===== src/rtl/lane_mem_sequencer.sv =====
// Serialises per-lane LW/SW accesses from the SIMT execute stage onto the
// single-port data memory, gathering load results back per lane.
module lane_mem_sequencer #(
    parameter int LANES  = 16,
    parameter int ADDR_W = 16,
    parameter int DATA_W = 16
) (
    input  logic                     clk,
    input  logic                     reset,
    input  logic                     start,
    input  logic                     is_store,
    input  logic [LANES-1:0]         lane_mask,
    input  logic [LANES*ADDR_W-1:0]  addr_flat,
    input  logic [LANES*DATA_W-1:0]  wdata_flat,
    output logic                     busy,
    output logic                     done,
    output logic [LANES*DATA_W-1:0]  rdata_flat,
    output logic                     mem_en,
    output logic                     mem_we,
    output logic [ADDR_W-1:0]        mem_addr,
    output logic [DATA_W-1:0]        mem_wdata,
    input  logic [DATA_W-1:0]        mem_rdata
);

    localparam int LW = (LANES > 1) ? $clog2(LANES) : 1;

    typedef enum logic [1:0] {
        IDLE,
        ISSUE,
        DRAIN,
        DONE
    } state_t;

    state_t                   state;
    state_t                   state_nx;
    logic                     st_store;
    logic [LANES-1:0]         rem;
    logic [LANES-1:0]         rem_nx;
    logic [LANES*ADDR_W-1:0]  addr_q;
    logic [LANES*DATA_W-1:0]  wdata_q;
    logic [LW-1:0]            sel;
    logic [LW-1:0]            tag;
    logic                     cap_vld;

    // Lowest remaining lane goes first.
    always_comb begin
        sel = '0;
        for (int i = LANES - 1; i >= 0; i--) begin
            if (rem[i]) sel = LW'(i);
        end
    end

    assign rem_nx = rem & (rem - LANES'(1));

    always_comb begin
        state_nx = state;
        unique case (state)
            IDLE: begin
                if (start) state_nx = (lane_mask != '0) ? ISSUE : DONE;
            end
            ISSUE: begin
                if (rem_nx == '0) state_nx = st_store ? DONE : DRAIN;
            end
            DRAIN:   state_nx = DONE;
            DONE:    state_nx = IDLE;
            default: state_nx = IDLE;
        endcase
    end

    // Outputs decode straight from state so reset kills the strobe at once.
    always_comb begin
        mem_en    = (state == ISSUE);
        mem_we    = mem_en & st_store;
        mem_addr  = '0;
        mem_wdata = '0;
        if (mem_en) begin
            mem_addr  = addr_q[sel*ADDR_W +: ADDR_W];
            mem_wdata = wdata_q[sel*DATA_W +: DATA_W];
        end
        busy = (state == ISSUE) || (state == DRAIN);
        done = (state == DONE);
    end

    always_ff @(posedge clk or posedge reset) begin
        if (reset) begin
            state      <= IDLE;
            st_store   <= 1'b0;
            rem        <= '0;
            addr_q     <= '0;
            wdata_q    <= '0;
            tag        <= '0;
            cap_vld    <= 1'b0;
            rdata_flat <= '0;
        end else begin
            state   <= state_nx;
            cap_vld <= (state == ISSUE) && !st_store;
            if (state == ISSUE) begin
                rem <= rem_nx;
                tag <= sel;
            end
            // Read data lands one cycle after its strobe.
            if (cap_vld) rdata_flat[tag*DATA_W +: DATA_W] <= mem_rdata;
            if (state == IDLE && start) begin
                st_store   <= is_store;
                rem        <= lane_mask;
                addr_q     <= addr_flat;
                wdata_q    <= wdata_flat;
                rdata_flat <= '0;
            end
        end
    end

endmodule


===== config.mk =====
export PLATFORM = sky130hd
export DESIGN_NAME = lane_mem_sequencer
export DESIGN_NICKNAME = d
export VERILOG_FILES = /design/src/rtl/lane_mem_sequencer.sv
export SDC_FILE = /design/constraint.sdc
export NUM_CORES = 2
export LEC_CHECK = 0
export CORE_AREA = 2 2 327 329
export DETAILED_ROUTE_END_ITERATION = 10
export DIE_AREA = 0 0 329 331
export SLEW_MARGIN = 10
export SYNTH_ARGS = -nofsm -noshare
export SYNTH_HDL_FRONTEND = slang
export SYNTH_SLANG_ARGS = --single-unit

===== constraint.sdc =====
create_clock -name clk -period 39.3 [get_ports clk]
set_input_delay 7.86 -clock clk [delete_from_list [all_inputs] [get_ports clk]]
set_output_delay 7.86 -clock clk [all_outputs]
set_load 0.01 [all_outputs]

==> impl_metrics.tcl <==
set metrics [dict create \
    status "finished, final reports clean" \
    fmax_mhz 74.2 \
    die_area_mm2 0.109 \
    clock_path_buffers 3 \
    met1_length_um 61300 \
    postCtsSetupRepairBufs 0 \
    skew_ns 0.0168 \
    r2r_slack_ns 35.50 \
    synth-compound-area-share_pct 10.7 \
    drv_slew 0 \
    syn_inst 4035 \
    wirelength_um 154000 \
    vias 31976 \
    crit_type "reg2out" \
    synth.distinct_cells 57 \
    first_pass_iters 6 \
    end_kind "output pin" \
    rsz0062_at_grt "false" \
    h-tree-depth 3 \
    drive_above_1_share_pct 5.47 \
    synth_top_family_by_area "simple AND/OR/NAND/NOR gates" \
    pre_cts_ws_ns 26.64 \
    worstPathCellList "nor2_1, a221oi_2, o41ai_2, o21a_4, buf_4, buf_4, nand2_1, a21oi_1, nor3_1, a211oi_1, clkdlybuf4s50_1" \
    wl_met2_um 75000 \
    async_reset_ff_share_pct 100 \
    initial_core_util_pct 33.0 \
    synthToLayoutAreaGrowth_pct 36.3 \
    synth_edf_count 0 \
    final_common_cell "nand2_1" \
    dp_hpwl_um 113000 \
    p_leak_nw 22.5 \
    layout_common_cells "nand2_1 (2101), clkdlybuf4s50_1 (839), dfrtp_1 (792)" \
    cts_num_sinks 792 \
    grt_max_degree 199 \
    setup_tns_ns 0 \
    drc 0 \
    clk_latency_ns 0.66 \
    hp-class "reg2reg" \
    synth_seq_cells 792 \
    syn-mean-instance-area_um2 8.58 \
    antenna_found_initial 20 \
    grt_pass1_wl_um 220000 \
    peakVddDrop_mv 0.133 \
    nNetsFinal 5299 \
    die_h_um 331 \
    p_total_mw 4.16 \
    ant_nets 0 \
    cpPeakStageDelay_ns 0.82 \
    grtUsageTotal_pct 27.7 \
    routedWlPerCell_um 24.8 \
    worstPathRequired_ns 31.44 \
    top_layer "met5" \
    cts_root_buf "clkbuf_16" \
    synth-simple-area-share_pct 28.1 \
    path_max_fanout 84 \
    syn_nets 4589 \
    layout_min_cycle_time_ns 13.49 \
    synth_mux_area_share_pct 0.145 \
    drtIter0Drc 2866 \
    synthAdderAreaFrac_pct 0.246 \
    fin_crit_sh_pct 34.3 \
    postCtsHoldBufs 0 \
    grt_pass1_vias 31345 \
    setup_slack_ns 25.81 \
    tightest_slew_ns 1.33 \
    whs_ns 0.456 \
    die-width_um 329 \
    ys.warnings.count 0 \
    hold_viol 0 \
    row_count 119 \
    seq_area_frac_synth_pct 57.3 \
    cp-start-kind "flip-flop" \
    viasPerCell 5.15 \
    synth_xor_area_share_pct 0.0253 \
    fillers 10334 \
    cp_slowest_cell "buf_4" \
    wl_met3_um 12200 \
    max-cap-violations 0 \
    power_density_mw_per_mm2 88.2 \
    setup_viol 0 \
    io_pins 840 \
    io_buffers 839 \
    post_cts_resized 0 \
    netlist_area_mm2 0.0346 \
    clkSlewWorstSetupHoldPaths_ns 0.06 \
    cts_tree "built" \
    core_area_mm2 0.105 \
    relSlewSlack_pct 11.5 \
    synth_top_flop_cell "dfrtp_1" \
    grt_overflow 0 \
    cp.arrival_ns 5.63 \
    crit_path_frequent_cell "buf_4" \
    place.gp.congestion 0.970 \
    numCtsBuffers 90 \
]
-- final timing paths --
path / from / to / cells past startpoint
setup / recovery: rem[11] / mem_wdata[1] / 11
hold / removal: st_store / cap_vld / 1
setup reg to reg: state[0] / rdata_flat[105] / 9
hold reg to reg: st_store / cap_vld / 1
max in group asynchronous: reset / wdata_q[99] / 5
min in group asynchronous: reset / rdata_flat[199] / 2
-- cells in the mapped netlist (2+ instances only) --
| cell type | n | area [µm²] |
|---|---|---|
| a211oi_1 | 12 | 90.1 |
| a21o_1 | 2 | 15.0 |
| a32o_1 | 12 | 120 |
| o31ai_1 | 3 | 22.5 |
| a31oi_4 | 2 | 42.5 |
| nand2_4 | 2 | 22.5 |
| buf_4 | 6 | 45.0 |
| nand4_1 | 3 | 18.8 |
| a211oi_2 | 21 | 263 |
| a31oi_1 | 5 | 31.3 |
| inv_1 | 14 | 52.6 |
| nor4_1 | 5 | 31.3 |
| or2_1 | 4 | 25.0 |
| nand3_1 | 233 | 1170 |
| nand4b_1 | 2 | 17.5 |
| buf_2 | 64 | 320 |
| nor2_1 | 35 | 131 |
| buf_6 | 3 | 33.8 |
| mux2i_1 | 5 | 50.1 |
| nand2b_1 | 4 | 25.0 |
| nand2_1 | 2102 | 7890 |
| a21oi_2 | 10 | 87.6 |
| o21ai_0 | 30 | 150 |
| nor2b_1 | 5 | 31.3 |
| o21a_1 | 2 | 15.0 |
| o22ai_1 | 2 | 12.5 |
| nor4_4 | 2 | 42.5 |
| and4_1 | 2 | 17.5 |
| o21ai_1 | 4 | 20.0 |
| and2_1 | 5 | 31.3 |
| clkbuf_1 | 191 | 717 |
| a221oi_1 | 2 | 17.5 |
| nor3_1 | 38 | 190 |
| a21oi_1 | 132 | 661 |
| dfrtp_1 | 792 | 19800 |
| ha_1 | 6 | 75.1 |
| buf_1 | 15 | 56.3 |
| or3_1 | 5 | 31.3 |
| a22o_1 | 235 | 2060 |
-- report_power, final --
part           leakage [nW]  switching [mW]  internal (mW)
logic                  10.8            1.37          0.617
clock network          1.49           0.356          0.509
registers              10.2           0.200           1.11
-- metal layers --
layer  track usage [%]  up-vias
li1                  -    14552
met1              34.6    15707
met2              47.0     1445
met3              6.47      246
met4              9.20       26
met5                 0        -
-- flip-flops by register name, indices dropped and copies added, names as in the netlist --
name        flops
rdata_flat    256
st_store        1
cap_vld         1
tag             4
state           2
addr_q        256
rem            16
wdata_q       256
-- stage by stage --
stage | util, % | instances | instance area (µm²)
4_1_cts | 44.9 | 6201 | 47200
2_1_floorplan | - | 4035 | 34600
3_5_place_dp | 42.1 | 6044 | 44200
6_report | 45.0 | 6206 | 47200
5_1_grt | 44.9 | 6204 | 47200
3_3_place_gp | 42.1 | 6044 | 44200
-- cell families (layout without fill, tap and decap cells) --
| logic type | after synthesis | in the layout |
|---|---|---|
| XOR/XNOR | 1 | 1 |
| AND/OR/NAND/NOR | 2452 | 2452 |
| buffers and inverters | 294 | 1069 |
| adder cells (fa/ha/maj) | 7 | 7 |
| other | 0 | 5 |
| flip-flops | 792 | 792 |
| AO/OA/AOI/OAI | 484 | 484 |
| multiplexers | 5 | 5 |
-- worst max-delay path, delay by kind of cell, from the launching register on --
family,cells,cell delay (ns)
buffers and inverters,3,2.12
AOI/OAI and AO/OA,5,1.92
DFF,1,0.46
and+or+nand+nor,3,0.38
-- area by class of cell --
type	count	area, µm²	area share, %
diodes	5	12.5	0.0265
clock buffers	118	2510	5.32
clock inverters	39	498	1.06
inverters	14	60.1	0.127
multi-input cells	2949	13700	29.0
flip-flops and latches	792	19800	42.0
well taps	1391	1740	3.69
repair buffers	898	8880	18.8
(Power assumes the default switching activity.)
